===== src/rtl/unpacker_pkg.sv =====
// unpacker_pkg
//   Shared definitions for the bit unpacker: state encoding and the helper
//   functions that size the bit buffer and its counters.
package unpacker_pkg;

    typedef enum logic {
        FILL  = 1'b0,   // accepting packed words
        DRAIN = 1'b1    // last word buffered, only field requests served
    } unp_state_e;

    // Bit-buffer width: one full input word plus one maximum-size field.
    function automatic int unp_buf_w(input int bus_w, input int max_out_w);
        return bus_w + max_out_w;
    endfunction

    // Width of a counter that must hold values 0..max_val inclusive.
    function automatic int unp_cnt_w(input int max_val);
        return $clog2(max_val + 1);
    endfunction

endpackage


===== src/rtl/bit_window_extract.sv =====
// bit_window_extract
//   Combinational MSB window select: returns the top num_bits bits of vec,
//   right-justified in window with zero upper bits.  Equivalent to
//   vec >> (IN_W - num_bits), truncated to OUT_W.  With OUT_W == IN_W it
//   doubles as a right shifter by (IN_W - num_bits), which the unpacker
//   uses to place an incoming word just below the surviving buffer bits.
// Ports
//   vec       in   IN_W   source vector, MSB first
//   num_bits  in   N_W    window width (0..IN_W)
//   window    out  OUT_W  selected bits, right-justified
module bit_window_extract #(
    parameter int IN_W  = 16,
    parameter int OUT_W = 8,
    parameter int N_W   = 5
) (
    input  logic [IN_W-1:0]  vec,
    input  logic [N_W-1:0]   num_bits,
    output logic [OUT_W-1:0] window
);

    logic [31:0] shamt;

    always_comb begin
        // num_bits == 0 shifts by the full width, giving an all-zero window.
        shamt  = 32'(IN_W) - 32'(num_bits);
        window = OUT_W'(vec >> shamt);
    end

endmodule


===== src/rtl/bit_unpacker.sv =====
// bit_unpacker
//   Splits a packed MSB-first bitstream, delivered as BUS_WIDTH-bit words,
//   into variable-length fields of up to MAX_OUT_WIDTH bits on request.
//   Valid bits are kept MSB-aligned in a BUF_W-bit buffer; bits below the
//   fill level are always zero, so an underflow read zero-fills naturally.
//
//   Optional feature macro: UNPACKER_ERR_EN
//     defined   - a DRAIN-state request for more bits than buffered returns
//                 the remaining bits zero-filled, empties the buffer, goes
//                 back to FILL and sets the sticky err_underflow flag.
//     undefined - such a request stalls (out_valid=0) until reset;
//                 err_underflow is tied 0.
//
// Ports
//   clk            in   1        clock
//   reset          in   1        synchronous, active-high reset
//   in_valid       in   1        input word valid
//   in_ready       out  1        word accepted when in_valid && in_ready
//   in_data        in   BUS_W    packed word, [BUS_WIDTH-1] is first bit
//   in_last        in   1        final (zero-padded) word of the stream
//   req_valid      in   1        field request, also ready for out_*
//   req_num_bits   in   NB_W     requested width n (clamped to MAX_OUT)
//   out_valid      out  1        field available (combinational)
//   out_data       out  MAX_OUT  field right-justified, upper bits zero
//   bits_left      out  FILL_W   buffered bit count
//   stream_end     out  1        last word buffered (DRAIN state)
//   err_underflow  out  1        sticky underflow flag
module bit_unpacker
    import unpacker_pkg::*;
#(
    parameter int BUS_WIDTH     = 8,
    parameter int MAX_OUT_WIDTH = 8,
    localparam int BUF_W  = unp_buf_w(BUS_WIDTH, MAX_OUT_WIDTH),
    localparam int NB_W   = unp_cnt_w(MAX_OUT_WIDTH),
    localparam int FILL_W = unp_cnt_w(BUF_W)
) (
    input  logic                     clk,
    input  logic                     reset,
    input  logic                     in_valid,
    output logic                     in_ready,
    input  logic [BUS_WIDTH-1:0]     in_data,
    input  logic                     in_last,
    input  logic                     req_valid,
    input  logic [NB_W-1:0]          req_num_bits,
    output logic                     out_valid,
    output logic [MAX_OUT_WIDTH-1:0] out_data,
    output logic [FILL_W-1:0]        bits_left,
    output logic                     stream_end,
    output logic                     err_underflow
);

    logic [BUF_W-1:0]  bit_buf, buf_nxt;
    logic [FILL_W-1:0] fill, fill_nxt;
    unp_state_e        state, state_nxt;

    logic [NB_W-1:0]   n_clamp;
    logic [FILL_W-1:0] n_ext;
    logic              fits;
    logic              underflow;
    logic              load;
    logic [FILL_W-1:0] consumed;
    logic [FILL_W-1:0] keep;
    logic [FILL_W-1:0] place_n;
    logic [BUF_W-1:0]  word_placed;

    // ---------------------------------------------------------------
    // Request decode
    // ---------------------------------------------------------------
    always_comb begin
        n_clamp = (req_num_bits > NB_W'(MAX_OUT_WIDTH)) ? NB_W'(MAX_OUT_WIDTH)
                                                        : req_num_bits;
        n_ext   = FILL_W'(n_clamp);
        fits    = (n_ext <= fill);
    end

`ifdef UNPACKER_ERR_EN
    assign underflow = !reset && req_valid && (state == DRAIN) && !fits;
`else
    assign underflow = 1'b0;
`endif

    // in_ready looks only at registered state: a consume in the same cycle
    // does not make room early.
    assign in_ready  = !reset && (state == FILL) &&
                       ((FILL_W'(BUF_W) - fill) >= FILL_W'(BUS_WIDTH));
    assign out_valid = !reset && req_valid && (fits || underflow);
    assign load      = in_valid && in_ready;

    // Field select straight from the buffer top: zero-latency output.
    bit_window_extract #(
        .IN_W  (BUF_W),
        .OUT_W (MAX_OUT_WIDTH),
        .N_W   (NB_W)
    ) u_field (
        .vec      (bit_buf),
        .num_bits (n_clamp),
        .window   (out_data)
    );

    // ---------------------------------------------------------------
    // Load position: an accepted word lands right below the bits that
    // survive this cycle's consume, i.e. {in_data, 0} >> keep.
    // ---------------------------------------------------------------
    always_comb begin
        consumed = (out_valid && fits) ? n_ext : '0;
        keep     = fill - consumed;
        place_n  = FILL_W'(BUF_W) - keep;
    end

    bit_window_extract #(
        .IN_W  (BUF_W),
        .OUT_W (BUF_W),
        .N_W   (FILL_W)
    ) u_place (
        .vec      ({in_data, {MAX_OUT_WIDTH{1'b0}}}),
        .num_bits (place_n),
        .window   (word_placed)
    );

    // ---------------------------------------------------------------
    // Next-state
    // ---------------------------------------------------------------
    always_comb begin
        buf_nxt   = (bit_buf << consumed) | (load ? word_placed : '0);
        fill_nxt  = keep + (load ? FILL_W'(BUS_WIDTH) : '0);
        state_nxt = state;
        if (load && in_last)
            state_nxt = DRAIN;
        if (underflow) begin
            // Flush: remaining bits were just emitted, start a new stream.
            buf_nxt   = '0;
            fill_nxt  = '0;
            state_nxt = FILL;
        end
    end

    always_ff @(posedge clk) begin
        if (reset) begin
            bit_buf <= '0;
            fill    <= '0;
            state   <= FILL;
        end else begin
            bit_buf <= buf_nxt;
            fill    <= fill_nxt;
            state   <= state_nxt;
        end
    end

`ifdef UNPACKER_ERR_EN
    logic err_q;

    always_ff @(posedge clk) begin
        if (reset)
            err_q <= 1'b0;
        else if (underflow)
            err_q <= 1'b1;
    end

    assign err_underflow = err_q;
`else
    assign err_underflow = 1'b0;
`endif

    assign bits_left  = fill;
    assign stream_end = (state == DRAIN);

endmodule


===== config.mk =====
export PLATFORM = sky130hd
export DESIGN_NAME = bit_unpacker
export DESIGN_NICKNAME = d
export VERILOG_FILES = /design/src/rtl/unpacker_pkg.sv /design/src/rtl/bit_window_extract.sv /design/src/rtl/bit_unpacker.sv
export SDC_FILE = /design/constraint.sdc
export NUM_CORES = 1
export LEC_CHECK = 0
export BUFFER_PORTS_ARGS = -buffer_cell sky130_fd_sc_hd__buf_2
export CORE_ASPECT_RATIO = 0.6
export CORE_MARGIN = 2
export CORE_UTILIZATION = 64
export CTS_CLUSTER_SIZE = 14
export DETAILED_ROUTE_END_ITERATION = 6
export PLACE_DENSITY = 0.87
export RECOVER_POWER = 100
export SYNTH_ARGS = -nofsm -noshare
export SYNTH_HDL_FRONTEND = slang
export SYNTH_SLANG_ARGS = --single-unit

===== constraint.sdc =====
create_clock -name clk -period 9.5 [get_ports clk]
set_input_delay 0.95 -clock clk [delete_from_list [all_inputs] [get_ports clk]]
set_output_delay 0.95 -clock clk [all_outputs]
set_load 0.01 [all_outputs]

Word level (Yosys, flattened, before mapping)
Cells that the tools add are included.

Bits in latches: 0. Bits in read-only memories: 0. Register bits after elaboration: 22. Bits in writable memories: 0. Input bits: 17. Memories: 0.

Bitwise operators: 2. Reductions and logical operators: 8. Muxes and demuxes: 4. $mul: 0. Shifts and indexed selects: 3. Order comparisons: 3. Equal/unequal tests: 0. Divide/modulo/power cells: 0. Add/sub/neg operators: 6.

Operator list (count): >> shifter 16 x 32 -> 16 bit (1); >> shifter 16 x 32 -> 8 bit (1); two-way mux 16 bit (1); OR 16 bit (1); << shifter 16 x 4 -> 16 bit (1); two-way mux 4 bit (3); subtractor 5 bit, first input constant (2); logical AND 1 bit (7); subtractor 5 x 4 -> 6 bit, first input constant (1); subtractor 5 x 5 -> 6 bit, first input constant (1); adder 5 x 4 -> 5 bit (1); >= comparator 5 x 4 -> 1 bit, second input constant (1); <= comparator 4 x 5 -> 1 bit (1); subtractor 5 x 4 -> 5 bit (1); greater-than comparator 4 bit, second input constant (1); logical NOT 1 bit (1); inverter 1 bit (1).

Depth between registers and ports, before layout
Gate-level depths: netlist of the first run.

Depth in word-level cells: 12. Depth in mapped cells: 22. Mapped depth without buffers: 17.

By module
Synthesis of the first run repeated with hierarchy kept, for this count alone.

Cells, all modules: 446. Area, all modules: 3459.6 um2.

Modules (own cells, without submodules): bit_unpacker (times used 1, area an instance 1906.8 um2, cells each 251); bit_window_extract (u_place) (times used 1, area an instance 899.6 um2, cells each 125); bit_window_extract (u_field) (times used 1, area an instance 653.1 um2, cells each 70).

Worst setup path before layout of the first run
No wires, ideal clock.

Path type: input-to-reg. Start: input port req_num_bits[3]. End: register bit_buf[11]. Required time: 9.368 ns. Setup slack: 4.080 ns. Buffers on the path: 4. Data arrival time: 5.287 ns. Stages on the path: 18. Cell sequence: clkbuf_1 -> inv_1 -> nand2_1 -> inv_1 -> ha_1 -> nor2b_1 -> o211a_1 -> o21a_1 -> nor2_2 -> clkbuf_1 -> fa_1 -> ha_1 -> clkbuf_1 -> buf_1 -> mux4_2 -> mux2i_1 -> a2bb2oi_1 -> a21oi_1.

Word-level cells in the longest chain between the ends: 12. Elaborated cells between the ends (all ways): 13. Classes of those cells: 3 x add/sub; 2 x order compare; 2 x shift; 3 x mux; 1 x bitwise; 2 x reduce/logical.

RTL lines: start: declaration (RTL line bit_unpacker.sv:44) `input logic [NB_W-1:0] req_num_bits,`; greater-than comparator 4 bit (RTL line bit_unpacker.sv:70) `n_clamp = (req_num_bits > NB_W'(MAX_OUT_WIDTH)) ? NB_W'(MAX_OUT_WIDTH)`; two-way mux 4 bit * (RTL line bit_unpacker.sv:70); <= comparator 4 x 5 -> 1 bit (RTL line bit_unpacker.sv:73) `fits = (n_ext <= fill);`; logical AND 1 bit (RTL line bit_unpacker.sv:86) `assign out_valid = !reset && req_valid && (fits || underflow);`; logical AND 1 bit (RTL line bit_unpacker.sv:105) `consumed = (out_valid && fits) ? n_ext : '0;`; two-way mux 4 bit * (RTL line bit_unpacker.sv:105); subtractor 5 x 4 -> 5 bit (RTL line bit_unpacker.sv:106) `keep = fill - consumed;`; subtractor 5 bit (RTL line bit_unpacker.sv:107) `place_n = FILL_W'(BUF_W) - keep;`; subtractor 5 x 5 -> 6 bit (RTL line bit_window_extract.sv:25) `shamt = 32'(IN_W) - 32'(num_bits);`; >> shifter 16 x 32 -> 16 bit (RTL line bit_window_extract.sv:26) `window = OUT_W'(vec >> shamt);`; two-way mux 16 bit (RTL line bit_unpacker.sv:124) `buf_nxt = (bit_buf << consumed) | (load ? word_placed : '0);`; OR 16 bit * (RTL line bit_unpacker.sv:124); end signal: assignment (RTL line bit_unpacker.sv:143) `bit_buf <= buf_nxt;`; end: declaration (RTL line bit_unpacker.sv:52) `logic [BUF_W-1:0] bit_buf, buf_nxt;`.

Mark *: on every way between the ends. The rest lies on a longest branch, timed or not. A chain may end at the register's enable or synchronous reset.

Worst setup path after layout of the first run
Start: input port req_num_bits[3]. End: register bit_buf[12].

Same word-level chain as after synthesis.

==> results of run 1 <==
## state kept, by name, indices dropped and copies added (netlist names)
register / cells
bit_buf: 16
bits_left: 5
stream_end: 1
## stage by stage
step           utilization  worst slack, ns  instance area (µm²)  power [W]  instances
5_1_grt              0.720             1.56                 3020   0.000840        449
3_5_place_dp         0.719             3.28                 3010   0.000702        445
3_3_place_gp         0.719             3.54                 3010   0.000680        445
4_1_cts              0.732             3.53                 3070   0.000774        449
2_1_floorplan            -             4.08                 2850   0.000589        372
6_report             0.720             2.12                 3020   0.000795        449
## power by group through the flow
| stage | combinational [W] | sequential, W | clock (W) |
|---|---|---|---|
| 6_report | 0.000561 | 0.000163 | 0.0000710 |
| 5_1_grt | 0.000599 | 0.000167 | 0.0000744 |
| 4_1_cts | 0.000545 | 0.000160 | 0.0000688 |
| 3_5_place_dp | 0.000540 | 0.000162 | 0 |
| 3_3_place_gp | 0.000520 | 0.000160 | 0 |
| 2_1_floorplan | 0.000441 | 0.000147 | 0 |
## path summary, 6_finish.rpt
kind                   start           to  slack, ns  cells past startpoint
min reg2reg       stream_end   stream_end       0.51                      2
max reg2reg     bits_left[1]  bit_buf[12]       3.61                     14
max          req_num_bits[3]  bit_buf[12]       2.12                     17
min               stream_end   stream_end       0.51                      2
## metal layers
layer / up-vias / share of wire / global-route usage
li1: 1423 / - / -
met5: - / 0 / 0
met2: 305 / 0.38 / 0.489
met3: 63 / 0.15 / 0.118
met1: 1405 / 0.43 / 0.520
met4: 0 / 0.038 / 0.101
## logic make-up (layout without fill, tap and decap cells)
logic type	Yosys count	count (layout)	synth area share
XOR/XNOR	9	9	0.0403
adder cells (fa/ha/maj)	12	12	0.0552
other	1	1	0.00131
AND/OR/NAND/NOR	132	132	0.221
flip-flops	22	22	0.154
buffers and inverters	39	56	0.0583
AO/OA/AOI/OAI	99	99	0.241
multiplexers	58	58	0.228
## worst max-delay path, delay by kind of cell
kind	cells	cell delay, ns
buffers and inverters	3	1.34
xor gates and xnor gates	2	1.33
and+or+nand+nor	4	1.53
AOI/OAI and AO/OA	6	1.50
adders and majority gates	2	0.85
## cell usage in the layout (no fill, tap or decap), types with 8 or more instances in the layout
cell      instances
mux2i_1          47
nand2_1          39
nor2_1           31
dfxtp_1          22
a21oi_1          19
clkbuf_1         18
inv_1            15
nand3_1          15
a211oi_1         15
buf_2            15
a31oi_1          14
o21ai_0          13
nor3_1           11
ha_1             11
nor2b_1           8
o22ai_1           8
## area by class of cell
cell class                 count  area share
tap                           60      0.0249
inverter                      17      0.0211
clock buffer                   4      0.0182
multi-input combinational    311       0.738
sequential                    22       0.146
timing repair buffer          35      0.0522
==> out/metrics.yaml, run 1 <==
pwr:
  pwr-share-seq: 0.205
  p_sw_frac: 0.526
  power_density_mw_per_mm2: 263
  p_int_w: 0.000377
  p_sw_w: 0.000418
  power_frac_comb: 0.706
  peakVddDrop_mv: 0.165
  power_frac_clock: 0.089
  cellLeakagePower_nw: 1.17
worst_setup_path:
  crit_chain: "clkbuf_1, nor2b_1, clkbuf_1, inv_2, ha_1, a41o_1, nand2_1, o21a_1, nor2_1, fa_1, xor2_1, o21ai_0, a31oi_2, xnor2_2, and4b_1, o41ai_1, a21oi_1"
  critPathCaptureType: "register"
  cp_max_fo: 22
  slowest_stage: "xor2_1"
  required_ns: 9.64
  start_kind: "primary input"
  worstSetupPathType: "primary input to register"
  crit_path_frequent_cell: "clkbuf_1"
  crit_arrival_ns: 7.52
  critPathMaxStageDelay_ns: 1.09
detailed_routing:
  routed_wl_mm: 9.00
  first_pass_iters: 7
  routed-via-count: 3196
  drc: 2
  vias_per_cell: 7.12
  drtIter0Drc: 591
  detail_route.wl_per_cell_um: 20.0
  ant_nets: 0
timing:
  final.setup.tns_ns: 0
  skew_ns: 0.00343
  report.final.slew_viol_count: 0
  max_slew_margin: 0.0636
  max_freq_mhz: 135
  worst_slew_pin_slew_ns: 1.40
  period_share: 0.777
  hold_violations: 0
  whs_ns: 0.506
  setup_violations: 0
  fin_crit_ns: 7.38
  rsz0062_at_grt: "no"
grt:
  grt_util_all_layers: 0.354
  grt_overflow: 0
  grt_first_pass_wirelength_mm: 14.4
  antenna_found_initial: 0
  grt_max_degree: 23
  grt_pass1_vias: 2787
synth:
  synth_top_area_cell: "mux2i_1"
  synth_seq_area_share: 0.154
  synth.most_common_cell: "mux2i_1"
  avgSynthCellArea_um2: 7.67
  netlist.area_leader.share: 0.165
  synth.ff_latch_count: 22
  syn_nets: 401
  synth_ff_type: "dfxtp_1"
  synth_cell_types: 61
  synth_edf_count: 0
  synthArstFlopShare: 0
  synth_commonest_cells: "mux2i_1, nand2_1, nor2_1"
  ys_warn_count: 0
  synth.area.top_cells: "mux2i_1, dfxtp_1, nand2_1"
  syn_area_mm2: 0.00285
  synthCells: 372
clock_network:
  cts_resized: 0
  postCtsHoldBufs: 0
  cts-root-buf: "clkbuf_8"
  h-tree-depth: 1
  postCtsSetupRepairBufs: 0
  cts_buffers: 3
  cts_sinks: 22
  cts_tree: "yes"
  cts_buffer_depth: 2
  clkSlewWorstSetupHoldPaths_ns: 0.08
  clk_latency_ns: 0.28
die:
  ios: 34
  die_h_um: 55.7
  start_util: 0.681
  num_rows: 18
  design.core.area_mm2: 0.00419
  dieArea_mm2: 0.00503
  die_x_um: 90.2
cells_and_area:
  drive_gt1_frac: 0.103
  synthToLayoutAreaGrowth_pct: 5.74
  n_antenna_cell: 0
  regArea_um2: 440
  final_nets: 419
  fillers: 362
  multiInputGateArea_mm2: 0.00223
place:
  hpwl_mm: 6.80
  gp_congestion: 1.07
  port_buffers: 32
run_status:
  outcome: "finished, violations left"
  failed_checks: "design-rule violations"
flow_run:
  cap_violations: 0
min_path:
  hp-class: "register to register"
No activity file was read; power rests on OpenSTA's default activity.
==> inputs of run 2 (changes only) <==
ABC_AREA = 1   (was unset)
CORE_UTILIZATION = 60   (was 64)
PLACE_DENSITY = 0.82   (was 0.87)
clock period = 7.2 ns   (was 9.5 ns; I/O delays follow)
==> out/metrics.yaml, run 2 <==
min_path:
  holdPathStages: 2  # unchanged
  hp-class: "register to register"  # unchanged
  min_from: "stream_end"  # unchanged
cells_and_area:
  top_register: "bit_buf"  # unchanged
  largest_reg_flops: 16  # unchanged
  synthToLayoutAreaGrowth_pct: 6.09  # was 5.74%
  drive_gt1_frac: 0.0672  # was 0.103
  utilization: 0.665  # was 0.720
  final_nets: 566  # was 419
  final_common_cell: "nand2_1"  # was mux2i_1
  n_antenna_cell: 0  # unchanged
  layout_common_cells: "nand2_1, nand3_1, inv_1, nor2_1, o21ai_0"  # was mux2i_1, nand2_1, nor2_1, dfxtp_1, a21oi_1
  fin_area_mm2: 0.00305  # was 0.00302 mm²
synth:
  ys_warn_count: 0  # unchanged
  synth_adder_area_share: 0.0549  # was 0.0552
  synth_edf_count: 0  # unchanged
  syn_nets: 551  # was 401
  synthArstFlopShare: 0  # unchanged
  synth.most_common_cell: "nand2_1"  # was mux2i_1
  synth_xor_area_frac: 0.00609  # was 0.0403
  synth_cell_types: 34  # was 61
  synth.area.top_cells: "nand3_1, nand2_1, dfxtp_1"  # was mux2i_1, dfxtp_1, nand2_1
  avgSynthCellArea_um2: 5.51  # was 7.67 µm²
  synth_seq_area_share: 0.153  # was 0.154
  synth-simple-area-share: 0.508  # was 0.221
  synth_top_family_by_area: "simple AND/OR/NAND/NOR gates"  # was compound AO/OA/AOI/OAI gates
  netlist.area_leader.share: 0.205  # was 0.165
  synth_top_area_cell: "nand3_1"  # was mux2i_1
  synthMuxAreaShare: 0.00697  # was 0.228
  synth_compound_area_frac: 0.156  # was 0.241
  synthCells: 522  # was 372
  synth_commonest_cells: "nand2_1, nand3_1, inv_1"  # was mux2i_1, nand2_1, nor2_1
  synth.ff_latch_count: 22  # unchanged
  synth_ff_type: "dfxtp_1"  # unchanged
  syn_area_mm2: 0.00287  # was 0.00285 mm²
timing:
  setup_violations: 0  # unchanged
  worst_slew_pin_slew_ns: 1.16  # was 1.40 ns
  period_share: 0.816
  final.setup.tns_ns: 0  # unchanged
  max_slew_margin: 0.224  # was 0.0636
  skew_ns: 0.00152  # was 0.00343 ns
  max_freq_mhz: 170
  report.final.slew_viol_count: 0  # unchanged
  rsz0062_at_grt: "no"  # unchanged
  hold_violations: 0  # unchanged
  fin_crit_ns: 5.87
  fin_ws_ns: 1.33  # was 2.12 ns
grt:
  grt_max_degree: 35  # was 23
  grt_overflow: 0  # unchanged
  grt_first_pass_wirelength_mm: 14.5  # was 14.4 mm
  antenna_found_initial: 0  # unchanged
  grt_pass1_vias: 2985  # was 2787
  grt_util_all_layers: 0.339  # was 0.354
detailed_routing:
  vias_per_cell: 6.07  # was 7.12
  first_pass_iters: 7  # unchanged
  detail_route.wl_per_cell_um: 14.9  # was 20.0 µm
  ant_nets: 0  # unchanged
  drc: 2  # unchanged
  routed-via-count: 3633  # was 3196
  drtIter0Drc: 424  # was 591
  routed_wl_mm: 8.90  # was 9.00 mm
clock_network:
  cts_buffer_depth: 2  # unchanged
  cts-root-buf: "clkbuf_8"  # unchanged
  cts_sinks: 22  # unchanged
  clkSlewWorstSetupHoldPaths_ns: 0.09  # was 0.08 ns
  cts_resized: 0  # unchanged
  cts_tree: "yes"  # unchanged
  h-tree-depth: 1  # unchanged
  postCtsHoldBufs: 0  # unchanged
  postCtsSetupRepairBufs: 0  # unchanged
  clk_latency_ns: 0.27  # was 0.28 ns
  cts_buffers: 3  # unchanged
pwr:
  cellLeakagePower_nw: 1.45  # was 1.17 nW
  finalPower_w: 0.00103  # was 0.000795 W
  power_density_mw_per_mm2: 338  # was 263 mW/mm²
  peakVddDrop_mv: 0.254  # was 0.165 mV
die:
  num_rows: 19  # was 18
  dieArea_mm2: 0.00538  # was 0.00503 mm²
  start_util: 0.626  # was 0.681
  die_h_um: 57.6  # was 55.7 µm
  die_x_um: 93.4  # was 90.2 µm
  design.core.area_mm2: 0.00459  # was 0.00419 mm²
  ios: 34  # unchanged
run_status:
  outcome: "finished, violations left"  # unchanged
  failed_checks: "design-rule violations"  # unchanged
flow_run:
  cap_violations: 0  # unchanged
worst_setup_path:
  worstSetupPathType: "primary input to register"  # unchanged
  r2r-start: "bits_left[1]"  # unchanged
  required_ns: 7.36  # was 9.64 ns
  start_kind: "primary input"  # unchanged
  critPathMaxStageDelay_ns: 0.92  # was 1.09 ns
  critPathCaptureType: "register"  # unchanged
  crit_path_frequent_cell: "nand2_1"  # was clkbuf_1
  cp-startpoint: "req_num_bits[1]"  # was req_num_bits[3]
  slowest_stage: "nor2_1"  # was xor2_1
  crit_arrival_ns: 6.04  # was 7.52 ns
  cp_max_fo: 34  # was 22
  ff2ff_path_depth: 22  # was 14
place:
  port_buffers: 32  # unchanged
  pre_cts_slack_ns: 1.69  # was 3.28 ns
  hpwl_mm: 7.10  # was 6.80 mm
  postPlaceCellArea_mm2: 0.00303  # was 0.00301 mm²
  gp_congestion: 1.06  # was 1.07
## run 2: cell count changes after synthesis, moves of 8 or more
cell	change
nor2b_1	-8
nand4_1	+18
o21ai_0	+20
mux2i_1	-45
a211oi_1	-15
nor3_1	-8
a31oi_1	-10
a21oi_1	+14
inv_1	+38
nand2_1	+84
nand3_1	+103
## run 2: cells by family (layout without fill, tap and decap cells)
| logic type | Yosys count | count (layout) |
|---|---|---|
| xor gates and xnor gates | 2 | 2 |
| buffers and inverters | 84 | 98 |
| adders and majority gates | 12 | 12 |
| and+or+nand+nor | 316 | 316 |
| DFF | 22 | 22 |
| other | 1 | 1 |
| AOI/OAI and AO/OA | 83 | 83 |
| muxes | 2 | 2 |
## run 2: report_power, final
part / leakage [nW] / switching [W] / internal, W
combinational: 1.24 / 0.000528 / 0.000227
sequential: 0.180 / 0.0000266 / 0.000155
clock: 0.0288 / 0.0000449 / 0.0000489
total: 1.45 / 0.000599 / 0.000430
## run 2: final cells by class
cell class	count	area (µm²)
Fill cell	458	1540
Clock buffer	4	55.1
Timing Repair Buffer	34	154
Multi-Input combinational cell	416	2100
Inverter	60	225
Tap cell	63	78.8
Sequential cell	22	440
## run 2: per-layer routing
metal,vias to the layer above,share of wire,GRT usage
li1,1793,-,-
met1,1583,0.47,0.528
met3,16,0.15,0.100
met4,0,0.012,0.0525
met2,241,0.37,0.466
met5,-,0,0
## run 2: path summary, 6_finish.rpt
| kind | to | slack, ns |
|---|---|---|
| worst max-delay path | bit_buf[14] | 1.33 |
| worst min-delay path | stream_end | 0.51 |
| worst max register to register | bit_buf[14] | 1.78 |
| worst min register to register | stream_end | 0.51 |
## run 2: stage by stage
stage | hold slack, ns | cells
floorplan | 0.491 | 522
global placement | 0.476 | 595
detailed placement | 0.488 | 595
CTS | 0.508 | 599
global route | 0.567 | 599
finish | 0.510 | 599
## run 2: worst max-delay path: cells and delay by family
family,cells,cell delay [ns]
AOI/OAI and AO/OA,4,0.71
buffers and inverters,5,1.14
adders and majority gates,2,0.57
and+or+nand+nor,17,2.88
